$ cat src/rtl/mips_trace_buf_if.sv
// Capture/readout bundle for the MIPS execution trace buffer.
// The master drives capture and readout-ready; the slave returns status and trace entries.
interface mips_trace_buf_if #(
  parameter int unsigned ADDR_W = 32,
  parameter int unsigned DATA_W = 32,
  parameter int unsigned DEPTH  = 16
);
  localparam int unsigned FILL_W  = $clog2(DEPTH) + 1;
  localparam int unsigned INSTR_W = 32;

  logic                arm;
  logic [ADDR_W-1:0]   trig_pc;
  logic                cap_valid;
  logic [ADDR_W-1:0]   cap_pc;
  logic [INSTR_W-1:0]  cap_instr;
  logic [DATA_W-1:0]   cap_result;
  logic                armed;
  logic                triggered;
  logic [FILL_W-1:0]   fill;
  logic                rd_valid;
  logic                rd_ready;
  logic [ADDR_W-1:0]   rd_pc;
  logic [INSTR_W-1:0]  rd_instr;
  logic [DATA_W-1:0]   rd_result;
  logic                rd_last;

  modport master (
    output arm, trig_pc, cap_valid, cap_pc, cap_instr, cap_result, rd_ready,
    input  armed, triggered, fill, rd_valid, rd_pc, rd_instr, rd_result, rd_last
  );

  modport slave (
    input  arm, trig_pc, cap_valid, cap_pc, cap_instr, cap_result, rd_ready,
    output armed, triggered, fill, rd_valid, rd_pc, rd_instr, rd_result, rd_last
  );
endinterface

$ cat src/rtl/mips_trace_buf.sv
// Circular execution-trace buffer: captures retired instructions until a PC trigger
// plus POST_TRIG entries, then streams the history oldest-first.
module mips_trace_buf #(
  parameter int unsigned ADDR_W    = 32,
  parameter int unsigned DATA_W    = 32,
  parameter int unsigned DEPTH     = 16,
  parameter int unsigned POST_TRIG = 4
) (
  input logic             clk,
  input logic             rst,
  mips_trace_buf_if.slave bus
);
  localparam int unsigned PTR_W   = $clog2(DEPTH);
  localparam int unsigned FILL_W  = PTR_W + 1;
  localparam int unsigned INSTR_W = 32;

  typedef struct packed {
    logic [ADDR_W-1:0]  pc;
    logic [INSTR_W-1:0] instr;
    logic [DATA_W-1:0]  result;
  } entry_t;

  typedef enum logic [1:0] {IDLE, ARMED, POST, READ} state_t;

  state_t            state, state_nxt;
  entry_t            mem [DEPTH];
  logic [PTR_W-1:0]  wr_ptr, rd_ptr, wr_ptr_nxt_c;
  logic [FILL_W-1:0] fill, fill_nxt_c, remain, post_cnt;
  logic              capturing_c, wr_en_c, hit_c, last_cap_c;
  entry_t            wr_entry_c, rd_entry_c;

  assign capturing_c  = (state == ARMED) || (state == POST);
  assign wr_en_c      = capturing_c && bus.cap_valid;
  assign hit_c        = bus.cap_valid && (bus.cap_pc == bus.trig_pc);
  assign last_cap_c   = bus.cap_valid && (post_cnt == FILL_W'(1));
  assign wr_ptr_nxt_c = wr_ptr + PTR_W'(1);
  assign fill_nxt_c   = (fill == FILL_W'(DEPTH)) ? fill : fill + FILL_W'(1);
  assign wr_entry_c   = '{pc: bus.cap_pc, instr: bus.cap_instr, result: bus.cap_result};
  assign rd_entry_c   = mem[rd_ptr];

  always_ff @(posedge clk) begin
    if (rst) state <= IDLE;
    else     state <= state_nxt;
  end

  always_comb begin
    state_nxt = state;
    case (state)
      IDLE:    if (bus.arm) state_nxt = ARMED;
      ARMED:   if (hit_c) state_nxt = (POST_TRIG == 1) ? READ : POST;
      POST:    if (last_cap_c) state_nxt = READ;
      READ:    if (bus.rd_ready && (remain == FILL_W'(1))) state_nxt = IDLE;
      default: state_nxt = IDLE;
    endcase
  end

  // Pointers, fill level and counters; readout pointer snaps to the oldest entry on entering READ.
  always_ff @(posedge clk) begin
    if (rst) begin
      wr_ptr   <= '0;
      rd_ptr   <= '0;
      fill     <= '0;
      remain   <= '0;
      post_cnt <= '0;
    end else begin
      case (state)
        IDLE: begin
          if (bus.arm) begin
            wr_ptr   <= '0;
            fill     <= '0;
            post_cnt <= '0;
          end
        end
        ARMED, POST: begin
          if (wr_en_c) begin
            wr_ptr <= wr_ptr_nxt_c;
            fill   <= fill_nxt_c;
            if (state == ARMED) begin
              if (hit_c) post_cnt <= FILL_W'(POST_TRIG - 1);
            end else begin
              post_cnt <= post_cnt - FILL_W'(1);
            end
          end
          if (state_nxt == READ) begin
            rd_ptr <= wr_ptr_nxt_c - PTR_W'(fill_nxt_c);
            remain <= fill_nxt_c;
          end
        end
        READ: begin
          if (bus.rd_ready) begin
            rd_ptr <= rd_ptr + PTR_W'(1);
            remain <= remain - FILL_W'(1);
          end
        end
        default: ;
      endcase
    end
  end

  // Trace storage; contents are not reset.
  always_ff @(posedge clk) begin
    if (wr_en_c) mem[wr_ptr] <= wr_entry_c;
  end

  assign bus.armed     = capturing_c;
  assign bus.triggered = (state == POST) || (state == READ);
  assign bus.fill      = fill;
  assign bus.rd_valid  = (state == READ);
  assign bus.rd_last   = (state == READ) && (remain == FILL_W'(1));
  assign bus.rd_pc     = rd_entry_c.pc;
  assign bus.rd_instr  = rd_entry_c.instr;
  assign bus.rd_result = rd_entry_c.result;
endmodule
$ cat src/flat_wrapper.sv
// flat-port wrapper written by rule: the top's interface ports become plain ports
module mips_trace_buf_flat 
#(
  parameter int unsigned ADDR_W    = 32,
  parameter int unsigned DATA_W    = 32,
  parameter int unsigned DEPTH     = 16,
  parameter int unsigned POST_TRIG = 4
)
  (clk, rst, bus_arm, bus_trig_pc, bus_cap_valid, bus_cap_pc, bus_cap_instr, bus_cap_result, bus_rd_ready, bus_armed, bus_triggered, bus_fill, bus_rd_valid, bus_rd_pc, bus_rd_instr, bus_rd_result, bus_rd_last);
  mips_trace_buf_if #(.ADDR_W(ADDR_W), .DATA_W(DATA_W), .DEPTH(DEPTH)) bus_i ();
  input logic clk;
  input logic rst;
  input wire logic [$bits(bus_i.arm)-1:0] bus_arm;
  input wire logic [$bits(bus_i.trig_pc)-1:0] bus_trig_pc;
  input wire logic [$bits(bus_i.cap_valid)-1:0] bus_cap_valid;
  input wire logic [$bits(bus_i.cap_pc)-1:0] bus_cap_pc;
  input wire logic [$bits(bus_i.cap_instr)-1:0] bus_cap_instr;
  input wire logic [$bits(bus_i.cap_result)-1:0] bus_cap_result;
  input wire logic [$bits(bus_i.rd_ready)-1:0] bus_rd_ready;
  output wire logic [$bits(bus_i.armed)-1:0] bus_armed;
  output wire logic [$bits(bus_i.triggered)-1:0] bus_triggered;
  output wire logic [$bits(bus_i.fill)-1:0] bus_fill;
  output wire logic [$bits(bus_i.rd_valid)-1:0] bus_rd_valid;
  output wire logic [$bits(bus_i.rd_pc)-1:0] bus_rd_pc;
  output wire logic [$bits(bus_i.rd_instr)-1:0] bus_rd_instr;
  output wire logic [$bits(bus_i.rd_result)-1:0] bus_rd_result;
  output wire logic [$bits(bus_i.rd_last)-1:0] bus_rd_last;
  assign bus_i.arm = bus_arm;
  assign bus_i.trig_pc = bus_trig_pc;
  assign bus_i.cap_valid = bus_cap_valid;
  assign bus_i.cap_pc = bus_cap_pc;
  assign bus_i.cap_instr = bus_cap_instr;
  assign bus_i.cap_result = bus_cap_result;
  assign bus_i.rd_ready = bus_rd_ready;
  assign bus_armed = bus_i.armed;
  assign bus_triggered = bus_i.triggered;
  assign bus_fill = bus_i.fill;
  assign bus_rd_valid = bus_i.rd_valid;
  assign bus_rd_pc = bus_i.rd_pc;
  assign bus_rd_instr = bus_i.rd_instr;
  assign bus_rd_result = bus_i.rd_result;
  assign bus_rd_last = bus_i.rd_last;
  mips_trace_buf #(.ADDR_W(ADDR_W), .DATA_W(DATA_W), .DEPTH(DEPTH), .POST_TRIG(POST_TRIG)) u_core (.clk(clk), .rst(rst), .bus(bus_i));
endmodule
$ cat config.mk
export PLATFORM = sky130hd
export DESIGN_NAME = mips_trace_buf_flat
export DESIGN_NICKNAME = d
export VERILOG_FILES = /design/src/rtl/mips_trace_buf_if.sv /design/src/rtl/mips_trace_buf.sv /design/src/flat_wrapper.sv
export SDC_FILE = /design/constraint.sdc
export NUM_CORES = 1
export LEC_CHECK = 0
export CAP_MARGIN = 20
export CORE_MARGIN = 3
export CORE_UTILIZATION = 50
export DETAILED_ROUTE_END_ITERATION = 10
export HOLD_SLACK_MARGIN = 0.08
export PLACE_DENSITY = 0.68
export SKIP_LAST_GASP = 1
export SLEW_MARGIN = 15
export SYNTH_ARGS = -nofsm -noshare
export SYNTH_HDL_FRONTEND = slang
export SYNTH_SLANG_ARGS = --single-unit
$ cat constraint.sdc
create_clock -name clk -period 20.3 [get_ports clk]
set_input_delay 3.045 -clock clk [delete_from_list [all_inputs] [get_ports clk]]
set_output_delay 3.045 -clock clk [all_outputs]
set_load 0.005 [all_outputs]
== After elaboration in Yosys (flattened, before gate mapping) ==
Memories as Yosys holds them, arrays and structs flattened. A register that Yosys moved wholly into a read port is not among the register bits.
Cells that the tools add are included.
Widths: inputs -> output; s select.
Storage, ports and cells
  bits in registers: 25
  bits in latches: 0
  RAM bits: 1536
  memory bits (read-only): 0
  input port bits: 133
  output and inout bits: 105
  memories kept: 1
Memory list
  u_core.mem: words 16, bits a word 96, rd ports 1, clocked after Yosys merged registers in 1, write ports 1, line mips_trace_buf.sv:26  | entry_t mem [DEPTH];
Operators by class
  $add $sub $neg: 6
  multipliers: 0
  div/mod/pow operators: 0
  $lt $le $gt $ge: 0
  equal/unequal tests: 13
  shifts and indexed selects: 0
  muxes and demuxes: 26
  bitwise logic cells: 0
  reduce and logical (&&, ||, !) cells: 14
Operator list (number)
  $mux 5: 8
  $eq 32x32->1: 1
  $pmux 5 s2: 3
  $mux 4: 6
  $pmux 4 s2: 2
  $eq 5x1->1 const B: 2
  $sub 5x1->5 const B: 2
  $add 4x1->4 const B: 2
  $mux 2: 4
  $pmux 2 s4: 1
  $eq 2x2->1 const B: 3
  $reduce_and 3->1: 2
  $add 5x1->5 const B: 1
  $eq 5x5->1 const B: 1
  $logic_and 1x1->1: 5
  $ne 2x1->1 const B: 2
  $ne 2x2->1 const B: 2
  $reduce_and 4->1: 1
  $reduce_bool 2->1: 2
  $sub 4x4->4: 1
  $ne 3x2->1 const B: 1
  $eq 2x1->1 const B: 1
  $logic_not 2->1: 1
  $logic_or 1x1->1: 2
  2 further kinds: 3

== Logic depth before layout (Yosys ltp) ==
Gate-level depths: netlist of the first run.
  depth in word-level cells: 9
  gate-level depth with buffers: 14
  gate-level depth less buffers: 14

== Worst setup path after synthesis of the first run ==
No wires, ideal clock.
  path type: input port to flip-flop
  start: in bus_cap_valid
  end: mem u_core.mem[0][0] (netlist name), enable pin
  library setup time: 0.668 ns
  data arrival time: 9.987 ns
  required time: 19.632 ns
  slack: 9.645 ns
  cell stages on the path: 4
  path buffers: 1
  cell sequence: and2_1 clkbuf_1 nand2_1 nor3_1
Between the ends
  word-level cells in the longest chain between the ends: 3
Ends and longest elaborated chain
  start, declared: line flat_wrapper.sv:15  | input wire logic [$bits(bus_i.cap_valid)-1:0] bus_cap_valid;
  $logic_and 1x1->1: line mips_trace_buf.sv:33  | assign wr_en_c = capturing_c && bus.cap_valid;
  $mux 1: line mips_trace_buf.sv:102  | if (wr_en_c) mem[wr_ptr] <= wr_entry_c;
  $mux 1 (implied by the code): line mips_trace_buf.sv:102
  end, declared: line mips_trace_buf.sv:26
Every way passes these cells.

==> flow_metrics.py, run 1 <==
metrics = {
    "global_routing": {
        "grt_max_degree": 165,
        "grt_pass1_vias": 28700,
        "antenna_found_initial": 12,
        "gr-total-overflow": 0,
        "grt_pass1_wl_mm": 197,
        "grt_usage": 0.223,
    },
    "sta": {
        "slew_violations": 0,
        "finalHoldViolCount": 0,
        "period_minus_slack_ps": 9380,
        "fmax_ghz": 0.107,
        "min_period_over_period": 0.462,
        "worstMarginPinSlew_ps": 1110,
        "setup_tns_ps": 0,
        "grt_setup_unrepaired": "false",
        "slew_headroom": 0.257,
        "skew_ps": 30.6,
        "setup_viol_count_final": 0,
    },
    "clock_network": {
        "htreeDepth": 4,
        "clockBufferDepth": 3,
        "post_cts_resized": 0,
        "clk_pin_slew_ps": 70,
        "cts.sinks": 1565,
        "ctsRootBufferMaster": "clkbuf_16",
        "cts_made_buffers": 157,
        "insertion_delay_ps": 740,
        "cts-hold-fix-buffers": 0,
        "cts_tree": "done",
        "post_cts_buffers": 0,
    },
    "die": {
        "rows": 126,
        "ios": 238,
        "core_um2": 118000,
        "die_w_um": 351,
        "dieArea_um2": 123000,
        "dieHeight_um": 351,
        "initial_core_util": 0.504,
    },
    "finish": {
        "final_common_cell": "edfxtp_1",
        "finish.utilization": 0.584,
        "layout_common_cells": "edfxtp_1 (1536), mux4_2 (480), clkdlybuf4s50_1 (237)",
        "syn2layout_area_growth_pct": 15.8,
        "nets": 2892,
        "drive_above_1_share": 0.267,
    },
    "worst_setup_path": {
        "ff2ff_setup_slack_ps": 15760,
        "reg2reg_to": "u_core.mem[14][89]",
        "cp_data_required_time_ps": 17260,
        "path_class": "flop to primary output",
        "end_kind": "primary output",
        "r2r.worst_path.cells": 7,
        "cp_max_fo": 117,
        "start_kind": "flop",
        "cp.arrival_ps": 6330,
        "regToRegStartpoint": "u_core.state[1]",
    },
    "synthesis": {
        "synth_top_family_by_area": "multiplexers",
        "synth_area_um2": 59600,
        "syn_avg_cell_area_um2": 24.6,
        "ys_ff_latch": 1565,
        "synthCells": 2421,
        "yosysSeqAreaShare": 0.783,
        "synthXorXnorAreaFrac": 0.00587,
        "synth_compound_gate_area_share": 0.00684,
        "synth-simple-area-share": 0.00959,
        "yosysWarnings": 0,
        "yosysUniqueCellTypes": 49,
        "synth_fp_nets": 2574,
        "synthAdderAreaFrac": 0.00432,
        "muxShareOfSynthArea": 0.181,
    },
    "placed_design": {
        "gp_congestion": 0.749,
        "io_buffers": 237,
        "hpwlAfterDp_mm": 65.7,
    },
    "min_path": {
        "hp-start": "u_core.post_cnt[4]",
        "worstHoldEndpoint": "u_core.post_cnt[4]",
        "min_path_cells": 2,
        "hold_class": "flop to flop",
    },
    "status": {
        "status": "complete, no violations",
    },
    "detailed_routing": {
        "ant_nets": 0,
        "initialDrtViolationCount": 3202,
        "drtPass1Iterations": 5,
        "vias": 27100,
        "viasPerCell": 6.17,
        "drt-total-wl_mm": 135,
        "routedWlPerCell_um": 30.7,
        "drc": 0,
    },
    "pwr": {
        "p_per_area_nw_per_um2": 101,
        "ir_worst_vdd_mv": 0.0897,
        "p_leak_nw": 20.8,
        "power.total_w": 0.00696,
    },
    "job": {
        "max-cap-violations": 0,
    },
}
[metal layers]
layer / track usage / vias up / wire length [um]
met5: 0 / - / 57
met4: 0.0520 / 8 / 2280
met3: 0.0464 / 206 / 9800
met2: 0.367 / 1037 / 68600
met1: 0.310 / 14800 / 54400
li1: - / 11100 / -
[cell usage after synthesis, drive strengths merged]
| cell | instances | area share |
|---|---|---|
| a22oi | 3 | 0.00038 |
| clkbuf | 85 | 0.0053 |
| nor3 | 8 | 0.00067 |
| a211oi | 2 | 0.00025 |
| nor4b | 1 | 0.00015 |
| a21oi | 25 | 0.0022 |
| and2 | 3 | 0.00036 |
| mux4 | 480 | 0.18 |
| a32o | 7 | 0.0012 |
| nand3b | 3 | 0.00038 |
| inv | 18 | 0.0011 |
| nand2 | 24 | 0.0015 |
| nand4 | 4 | 0.00042 |
| o31ai | 1 | 0.00013 |
| or4 | 1 | 0.00019 |
| o22a | 1 | 0.00015 |
| o32ai | 3 | 0.00044 |
| a2bb2oi | 2 | 0.00029 |
| edfxtp | 1536 | 0.77 |
| fa | 1 | 0.00034 |
| or3b | 2 | 0.00029 |
| dfxtp | 29 | 0.0097 |
| ha | 19 | 0.0040 |
| buf | 34 | 0.0023 |
| nand3 | 8 | 0.00067 |
| nor2b | 1 | 0.00010 |
| xor2 | 34 | 0.0050 |
| clkinv | 1 | 0.000063 |
| nor2 | 38 | 0.0024 |
| and3 | 3 | 0.00031 |
| a31oi | 3 | 0.00031 |
| o21ai | 11 | 0.0012 |
| a21o | 1 | 0.00013 |
| xnor2 | 6 | 0.00088 |
| mux2 | 1 | 0.00019 |
| nand2b | 5 | 0.00052 |
| or3 | 3 | 0.00031 |
| o31a | 1 | 0.00015 |
| or2 | 2 | 0.00021 |
| nor3b | 2 | 0.00025 |
| o22ai | 1 | 0.00010 |
| nor4 | 8 | 0.00084 |
[power by group]
group | switching [W] | internal, W | leakage, nW
sequential | 0.0000121 | 0.00357 | 14.1
combinational | 0.000289 | 0.000307 | 4.27
clock | 0.00118 | 0.00161 | 2.42
[cell families after synthesis]
| kind of cell | after synthesis |
|---|---|
| compound gates | 61 |
| buf+inv | 138 |
| flops | 1565 |
| xor+xnor | 40 |
| mux | 481 |
| fa+ha+maj | 20 |
| simple gates | 116 |
[stage by stage]
stage | hold WS [ps] | std cells | setup slack (ps) | area (um2)
3_3_place_gp | 451 | 4114 | 10950 | 64000
6_report | 480 | 4400 | 10920 | 69100
2_1_floorplan | 441 | 2421 | 9640 | 59600
3_5_place_dp | 464 | 4114 | 10830 | 64000
5_1_grt | 528 | 4395 | 10230 | 69100
4_1_cts | 475 | 4392 | 10010 | 69000
[worst max-delay path by stage]
stage                        from           endpoint  slack, ps  cells past startpoint
floorplan           bus_cap_valid   u_core.mem[0][0]       9640                      4
global placement             flop    bus_rd_instr[8]      10950                      7
detailed placement           flop    bus_rd_instr[7]      10830                      7
CTS                          flop    bus_rd_instr[7]      10010                      7
global route                 flop  bus_rd_result[27]      10230                      7
finish                       flop  bus_rd_result[27]      10920                      7
[area by class of cell]
| cell class | count | area, um2 |
|---|---|---|
| fill | 8232 | 49200 |
| sequential | 1565 | 46700 |
| multi-input combinational | 718 | 12500 |
| clock buffer | 194 | 4150 |
| timing repair buffer | 278 | 2870 |
| tap | 1536 | 1920 |
| clock inverter | 84 | 815 |
| inverter | 19 | 71.3 |
| antenna | 6 | 15.0 |
[critical path: stages, from the launching register on]
cell             delay (ps)
dfxtp_4                 830
buf_4                   890
buf_12                  740
buf_4                   470
buf_4                   810
mux4_2                  610
mux4_2                  520
clkdlybuf4s50_1         470
[sequential cells by signal, summed over array words and instances, names as in the netlist, named ones only]
signal,flops
u_core.bus.fill,5
u_core.mem,1536
u_core.post_cnt,5
u_core.rd_ptr,4
u_core.remain,5
u_core.state,2
u_core.wr_ptr,4
No activity file was read; power rests on OpenSTA's default activity.
==> run 2, diff against run 1 <==
Settings changed: PLACE_DENSITY 0.68 to 0.7.
Clock period 20.3 ns to 7.84 ns, I/O delays scaled along.
==> flow_metrics.py, run 2 (synthesized netlist as in run 1, its figures left out) <==
metrics = {
    "global_routing": {
        "grt_pass1_wl_mm": 195,
        "grt_pass1_vias": 28700,
        "gr-total-overflow": 0,
        "grt_max_degree": 162,
        "grt_usage": 0.220,
        "antenna_found_initial": 14,
    },
    "finish": {
        "syn2layout_area_growth_pct": 15.6,
        "layout_common_cells": "edfxtp_1 (1536), mux4_2 (480), clkdlybuf4s50_1 (237)",
        "nets": 2890,
        "final_common_cell": "edfxtp_1",
        "drive_above_1_share": 0.263,
        "fillers": 8172,
        "register_area_um2": 46700,
        "largest_reg_flops": 1536,
        "max_flop_register": "u_core.mem",
        "multi_input_comb_area_um2": 12500,
    },
    "placed_design": {
        "hpwlAfterDp_mm": 65.7,
        "io_buffers": 237,
        "gp_congestion": 0.794,
    },
    "pwr": {
        "ir_worst_vdd_mv": 0.217,
        "power.total_w": 0.0178,
        "p_leak_nw": 20.6,
        "p_per_area_nw_per_um2": 258,
    },
    "status": {
        "status": "complete, no violations",
    },
    "detailed_routing": {
        "routedWlPerCell_um": 30.3,
        "drc": 0,
        "ant_nets": 0,
        "drtPass1Iterations": 5,
        "viasPerCell": 6.14,
        "vias": 27000,
        "drt-total-wl_mm": 133,
        "initialDrtViolationCount": 3134,
    },
    "clock_network": {
        "ctsRootBufferMaster": "clkbuf_16",
        "cts.sinks": 1565,
        "insertion_delay_ps": 760,
        "cts_tree": "done",
        "clk_pin_slew_ps": 50,
        "htreeDepth": 4,
        "clockBufferDepth": 3,
        "post_cts_buffers": 0,
        "cts-hold-fix-buffers": 0,
        "post_cts_resized": 0,
        "cts_made_buffers": 155,
    },
    "sta": {
        "fmax_ghz": 0.191,
        "slew_violations": 0,
        "setup_viol_count_final": 0,
        "min_period_over_period": 0.668,
        "worstMarginPinSlew_ps": 1030,
        "fin_hold_ws_ps": 485,
        "slew_headroom": 0.313,
        "grt_setup_unrepaired": "false",
        "period_minus_slack_ps": 5240,
        "skew_ps": 21.6,
        "setup_tns_ps": 0,
        "finalHoldViolCount": 0,
    },
    "die": {
        "dieArea_um2": 123000,
        "dieHeight_um": 351,
        "core_um2": 118000,
        "rows": 126,
        "ios": 238,
        "initial_core_util": 0.504,
        "die_w_um": 351,
    },
    "worst_setup_path": {
        "path_class": "flop to primary output",
        "regToRegStartpoint": "u_core.state[0]",
        "start_kind": "flop",
        "end_kind": "primary output",
        "cp_max_fo": 100,
        "cp_data_required_time_ps": 6660,
        "cp.arrival_ps": 4060,
        "ff2ff_setup_slack_ps": 4030,
    },
    "job": {
        "max-cap-violations": 0,
    },
    "min_path": {
        "hp-start": "u_core.post_cnt[4]",
        "hold_class": "flop to flop",
    },
}
run 2: layout make-up:
class / instances / area share
Sequential cell: 1565 / 0.677
Tap cell: 1536 / 0.0279
Antenna cell: 9 / 0.000327
Multi-Input combinational cell: 718 / 0.182
Clock buffer: 200 / 0.0596
Inverter: 19 / 0.00103
Timing Repair Buffer: 278 / 0.0419
Clock inverter: 78 / 0.00987
run 2: worst paths after layout:
path / end / cells past startpoint
worst max-delay path: bus_rd_instr[5] / 4
worst min-delay path: u_core.post_cnt[4] / 2
worst min register to register: u_core.post_cnt[4] / 2
worst max register to register: u_core.mem[4][71] / 6
run 2: critical path, stage by stage, from the launching register on:
cell	delay [ps]
dfxtp_4	840
buf_12	620
mux4_2	620
mux4_2	510
clkdlybuf4s50_1	480
run 2: power breakdown:
part / internal (W) / total [W] / switching (W)
Clock: 0.00398 / 0.00698 / 0.00300
Sequential: 0.00925 / 0.00931 / 0.0000592
Combinational: 0.000795 / 0.00152 / 0.000720
Total: 0.0140 / 0.0178 / 0.00378
run 2: layer usage:
layer	GRT usage	vias to the layer above	routed length, um
li1	-	11100	-
met1	0.310	14600	53800
met2	0.357	1110	66600
met3	0.0452	195	10000
met4	0.0584	6	2960
met5	0	-	47
run 2: through the flow:
| step | worst slack (ps) | utilization | instances | instance area, um2 |
|---|---|---|---|---|
| CTS | 2470 | 0.583 | 4393 | 68900 |
| finish | 2600 | 0.583 | 4403 | 69000 |
| global placement | 2920 | 0.542 | 4115 | 64100 |
| floorplan | 1630 | - | 2421 | 59700 |
| detailed placement | 2740 | 0.542 | 4115 | 64100 |
| global route | 2290 | 0.583 | 4396 | 68900 |
